[src/rtl/uart_mem_pkg.sv]
// Shared states and protocol constants for the
// UART command controller and its memory.
package uart_mem_pkg;

  typedef enum logic [2:0] {
    IDLE,
    GET_ADDR,
    GET_DATA,
    WRITE,
    READ,
    SEND,
    WAIT_TX
  } state_t;

  localparam logic [7:0] OP_WRITE = 8'h01;
  localparam logic [7:0] OP_READ  = 8'h02;
  localparam logic [7:0] ACK      = 8'hA5;
  localparam logic [7:0] NAK      = 8'h5A;

endpackage

[src/rtl/uart_mem_ram.sv]
// Single-port RAM, synchronous write and
// one-cycle synchronous read, no reset.
module uart_mem_ram #(
  parameter int AW = 8
) (
  input  logic          clk_i,
  input  logic          we_i,
  input  logic          re_i,
  input  logic [AW-1:0] addr_i,
  input  logic [AW-1:0] wdata_i,
  output logic [AW-1:0] rdata_o
);

  logic [AW-1:0] mem_q [2**AW];
  logic [AW-1:0] rdata_q;

  always_ff @(posedge clk_i) begin
    if (we_i) mem_q[addr_i] <= wdata_i;
    if (re_i) rdata_q <= mem_q[addr_i];
  end

  assign rdata_o = rdata_q;

endmodule

[src/rtl/uart_mem_ctrl.sv]
// Parses UART words into memory write/read
// commands and answers through the transmitter.
module uart_mem_ctrl
  import uart_mem_pkg::*;
#(
  parameter int ADDR_WIDTH     = 8,
  parameter int TIMEOUT_CYCLES = 100000
) (
  input  logic                  clk,
  input  logic                  rst,
  input  logic [ADDR_WIDTH-1:0] rx_data,
  input  logic                  rx_done,
  output logic                  clr_rx_done,
  output logic [ADDR_WIDTH-1:0] tx_data,
  output logic                  trmt,
  input  logic                  tx_done,
  output logic                  busy,
  output logic [7:0]            err_cnt
);

  localparam int AW = ADDR_WIDTH;
  localparam int TW = $clog2(TIMEOUT_CYCLES + 1);
  localparam logic [TW-1:0] TMO_MAX = TW'(TIMEOUT_CYCLES);
  localparam logic [AW-1:0] OPW   = AW'(OP_WRITE);
  localparam logic [AW-1:0] OPR   = AW'(OP_READ);
  localparam logic [AW-1:0] ACK_W = AW'(ACK);
  localparam logic [AW-1:0] NAK_W = AW'(NAK);

  state_t        state_q, state_d;
  logic [AW-1:0] op_q, op_d;
  logic [AW-1:0] addr_q, addr_d;
  logic [AW-1:0] data_q, data_d;
  logic [AW-1:0] txd_q, txd_d;
  logic [TW-1:0] tmo_q, tmo_d;
  logic [7:0]    err_q, err_d;
  logic [AW-1:0] rdata;
  logic          cap, we, re, err_inc;

  uart_mem_ram #(.AW(AW)) u_ram (
    .clk_i   (clk),
    .we_i    (we),
    .re_i    (re),
    .addr_i  (addr_q),
    .wdata_i (data_q),
    .rdata_o (rdata)
  );

  always_comb begin
    state_d = state_q;
    op_d    = op_q;
    addr_d  = addr_q;
    data_d  = data_q;
    txd_d   = txd_q;
    tmo_d   = tmo_q;
    cap     = 1'b0;
    we      = 1'b0;
    re      = 1'b0;
    err_inc = 1'b0;
    unique case (state_q)
      IDLE: begin
        if (rx_done) begin
          cap  = 1'b1;
          op_d = rx_data;
          if (rx_data == OPW || rx_data == OPR) begin
            state_d = GET_ADDR;
          end else begin
            err_inc = 1'b1;
            txd_d   = NAK_W;
            state_d = SEND;
          end
        end
      end
      GET_ADDR: begin
        if (rx_done) begin
          cap     = 1'b1;
          addr_d  = rx_data;
          state_d = (op_q == OPW) ? GET_DATA : READ;
        end else if (tmo_q == TMO_MAX) begin
          err_inc = 1'b1;
          tmo_d   = '0;
          state_d = IDLE;
        end else begin
          tmo_d = tmo_q + TW'(1);
        end
      end
      GET_DATA: begin
        if (rx_done) begin
          cap     = 1'b1;
          data_d  = rx_data;
          state_d = WRITE;
        end else if (tmo_q == TMO_MAX) begin
          err_inc = 1'b1;
          tmo_d   = '0;
          state_d = IDLE;
        end else begin
          tmo_d = tmo_q + TW'(1);
        end
      end
      WRITE: begin
        we      = 1'b1;
        txd_d   = ACK_W;
        state_d = SEND;
      end
      READ: begin
        re      = 1'b1;
        state_d = SEND;
      end
      SEND: begin
        if (op_q == OPR) txd_d = rdata;
        state_d = WAIT_TX;
      end
      WAIT_TX: begin
        if (tx_done) state_d = IDLE;
      end
      default: state_d = IDLE;
    endcase
    if (cap) tmo_d = '0;
    err_d = err_q;
    if (err_inc && err_q != 8'hFF) err_d = err_q + 8'd1;
  end

  always_ff @(posedge clk or posedge rst) begin
    if (rst) begin
      state_q <= IDLE;
      op_q    <= '0;
      addr_q  <= '0;
      data_q  <= '0;
      txd_q   <= '0;
      tmo_q   <= '0;
      err_q   <= '0;
    end else begin
      state_q <= state_d;
      op_q    <= op_d;
      addr_q  <= addr_d;
      data_q  <= data_d;
      txd_q   <= txd_d;
      tmo_q   <= tmo_d;
      err_q   <= err_d;
    end
  end

  // Read data only exists once SEND is entered, so it
  // bypasses the register there and is latched for WAIT_TX.
  assign tx_data = (state_q == SEND && op_q == OPR)
                   ? rdata : txd_q;
  assign clr_rx_done = cap;
  assign trmt        = (state_q == SEND);
  assign busy        = (state_q != IDLE);
  assign err_cnt     = err_q;

endmodule

[config.mk]
export PLATFORM = sky130hd
export DESIGN_NAME = uart_mem_ctrl
export DESIGN_NICKNAME = d
export VERILOG_FILES = /design/src/rtl/uart_mem_pkg.sv /design/src/rtl/uart_mem_ram.sv /design/src/rtl/uart_mem_ctrl.sv
export SDC_FILE = /design/constraint.sdc
export NUM_CORES = 2
export LEC_CHECK = 0
export CORE_UTILIZATION = 53
export DETAILED_ROUTE_END_ITERATION = 8
export DONT_BUFFER_PORTS = 1
export GPL_TIMING_DRIVEN = 1
export PLACE_DENSITY = 0.82
export SYNTH_ARGS = -nofsm -noshare
export SYNTH_HDL_FRONTEND = slang
export SYNTH_SLANG_ARGS = --single-unit
export TNS_END_PERCENT = 50
[constraint.sdc]
create_clock -name clk -period 3.7 [get_ports clk]
set_input_delay 0.555 -clock clk [delete_from_list [all_inputs] [get_ports clk]]
set_output_delay 0.555 -clock clk [all_outputs]
set_load 0.01 [all_outputs]
==> metrics.md <==
| Metric | Value |
|---|---|
| Post-synth design cell area | `81,500 um2` |
| Hpwl dp | `approximately 120,000 um` |
| Drt pass-1 iters | `6` |
| Starting DRC count in detailed routing | `between 7,000 and 8,000` |
| Synth Area per Inst | `21.3 um2` |
| Synth top area cells | `edfxtp_1 (76%), mux4_2 (14%), a22oi_1 (2.4%), dfrtp_1 (1.8%), nor2_1 (1.3%)` |
| Final worst-path cycle share | `98.7%` |
| Post-Route M1 WL | `71,100 um` |
| Max FO, Critical Path | `25` |
| PortBufs | `0` |
| Setup Skew | `approximately 33 ps` |
| Non-Filler Instances | `6,414` |
| Placer Congestion | `approximately 0.85` |
| Post-layout util | `61.2%` |
| Number of library cell types mapped by synthesis | `50` |
| Skew-Pair Late Insertion Delay | `830 ps` |
| Clock-pin slew on the worst setup and hold paths | `roughly 70 ps` |
| Rel. slew slack | `10.1%` |
| Min cycle time layout | `3650 ps` |
| Via density | `6.84` |
| Dominant synthesized flop cell | `edfxtp_1` |
| Outcome | `finished clean` |
| Sequential cell area fraction in the yosys report | `just under 80%` |
| Die Wd | `394 um` |
| First-pass GRT wire length | `slightly above 300,000 um` |
| Max VDD drop | `731 uV` |
| Row count | `143` |
| Initial Utilization | `53.5%` |
| Clk sinks | `2,116` |
| Min-Delay Path Class | `input pin to register` |
| Kind of critical path | `register to register` |
| Share of the synthesized area in the top cell type | `between 70% and 80%` |
| Initial antenna violation count | `3` |
| Commonest non-fill, non-tap cells in the layout | `edfxtp_1 (2,056), mux4_2 (512), buf_4 (358), nor2_1 (276), a22oi_1 (256)` |
| DR top layer | `met5` |
| Cell count after placement | `approximately 6,000` |
| Finish-stage setup viols | `0` |
| Hold_ws | `34.0 ps` |
| Clock root cell | `clkbuf_16` |
| Pwr Density | `769 nW/um2` |
| Crit path DAT | `4180 ps` |
| H-tree levels | `4` |
| EDFF count, synth | `2,056` |
| Cell taking the most area after synthesis | `edfxtp_1` |
| Routed len/inst | `around 33 um` |
| Synthesized instance count | `3,834` |
| Fill cells | `9,534` |
| LEAKAGE | `29.3 nW` |
| Max_cap viols | `0` |
| Routed via count | `43,898` |
| Syn-to-layout area delta | `14.2%` |
| Syn_nets | `3,849` |
| Remaining Overflow, GRT | `0` |
| Final Hold Viols | `0` |
| Die ar. | `155,000 um2` |
| Ports | `31` |
| CTS Buf Count | `200` |
| Overall routing resource usage | `approximately 27%` |
| Most common library cell in the layout ignoring fill and taps | `edfxtp_1` |
| Met2 wire length | `103,000 um` |
| Final setup margin | `around 47 ps` |
| Pin count of the biggest net entering global routing | `approximately 240` |
| Max Buffers Root-to-Sink | `3` |
| Fraction of registers with async set or reset after synthesis | `under 10%` |
| FF+latch count, synth | `around 2,100` |
| Worst Setup End Kind | `register` |
| Worst-Margin Slew | `1340 ps` |
| Postcts setup bufs | `0` |
| Final net count | `4,225` |
| Final Slew Violations | `0` |
| Reg2Reg Setup Slack | `50 ps` |
| DRC Markers | `0` |
| YS warnings | `0` |
| Max Clock Freq | `0.274 GHz` |
| Vias in the first global route | `44,204` |
| CP required | `4230 ps` |
| Layout cells sized above 1 | `between 20 and 30%` |
| Antenna Violating Nets Remaining | `0` |
| Total routed wirelength | `214,000 um` |
| RSZ-0062 raised after global routing | `no` |
| CP Launch Type | `register` |
| Die height | `394 um` |
| Core Footprint | `about 150,000 um2` |
| Metal3 WL | `28,000 um` |
| DP Worst Slack | `-90.4 ps` |
| CTS tree | `built` |
[power by group]
part | switching [mW] | leakage (nW) | internal, mW | total, mW
Clock | 8.89 | 3.08 | 11.1 | 20.0
Sequential | 1.34 | 19.4 | 30.0 | 31.3
Combinational | 12.7 | 6.90 | 7.59 | 20.3
Total | 22.9 | 29.3 | 48.7 | 71.6
[critical path: stages, from the launching register on]
cell and delay, ps:
dfrtp_4 780, buf_12 240, buf_4 390, mux4_2 440, a22oi_1 190, a21oi_1 200
o41ai_1 770, buf_4 240, nand4_1 60
[through the flow]
stage | total power, mW | instance area (um2) | TNS [ps]
global route | 73.1 | 93100 | 0
floorplan | 43.5 | 81500 | 0
CTS | 71.2 | 93100 | 0
finish | 71.6 | 93100 | 0
detailed placement | 51.1 | 86700 | -90.4
global placement | 50.4 | 86700 | -76.7
[synthesized netlist by cell type, types with 2 or more instances]
cell,n
mux4_2,512
nor2b_1,7
and2_1,5
inv_1,12
or3_1,3
mux2_2,25
buf_4,11
o21ai_0,5
xor2_1,12
edfxtp_1,2056
mux2i_1,5
dfrtp_1,60
mux2_4,4
buf_1,41
o21bai_1,2
buf_2,43
a22oi_1,256
and4_1,2
a21oi_1,139
nand4_1,18
nor4_1,9
nand3_1,17
clkbuf_1,129
nor2_1,278
ha_1,3
o41ai_1,32
nor3b_1,2
or2_2,2
nand2b_1,9
nor4bb_1,3
buf_6,18
xnor2_1,9
nor3_1,29
nand2_1,60
[kinds of logic after synthesis]
group	after synthesis	share of synthesized area (%)
AO/OA/AOI/OAI	443	3.69
XOR/XNOR	21	0.226
adder cells (fa/ha/maj)	3	0.0460
buffers and inverters	255	1.46
flip-flops	2116	77.6
multiplexers	546	14.6
AND/OR/NAND/NOR	450	2.39
[registers in the layout, summed over array words and instances (netlist names)]
register,count
u_ram.mem_q,2048
op_q,8
txd_q,8
addr_q,8
data_q,8
u_ram.rdata_o,8
state_q,3
err_cnt,8
tmo_q,17
[area by class of cell]
type	instances	area [um2]	share of cell area (%)
diodes	4	10.0	0.0107
clock buffers	269	5380	5.77
clock inverters	103	948	1.02
inverters	13	48.8	0.0524
multi-input cells	1463	17200	18.4
flip-flops and latches	2116	63300	67.9
well taps	2030	2540	2.73
repair buffers	416	3750	4.03
[layer usage]
layer / vias up / GRT usage [%]
met4: 4 / 12.8
met1: 22444 / 35.4
li1: 16823 / -
met2: 3937 / 44.0
met3: 690 / 6.99
met5: - / 0
[path summary, 6_finish.rpt]
check	cells after the start	from	to
hold reg to reg	2	op_q[3]	op_q[3]
setup reg to reg	8	addr_q[1]	u_ram.rdata_o[4]
hold / removal	2	tx_done	state_q[1]
setup / recovery	8	addr_q[1]	u_ram.rdata_o[4]
max in group asynchronous	3	rst	data_q[4]
min in group asynchronous	2	rst	err_cnt[5]
[what timing repair did]
| action | in CTS | in global routing |
|---|---|---|
| hold buffers | 10 | 0 |
| endpoints found under the hold margin | 70 | 0 |
| gates resized for setup | 2 | 2 |
| endpoints found under the setup margin | 4 | 1 |
Note: power is estimated with default switching activity, not from simulation.
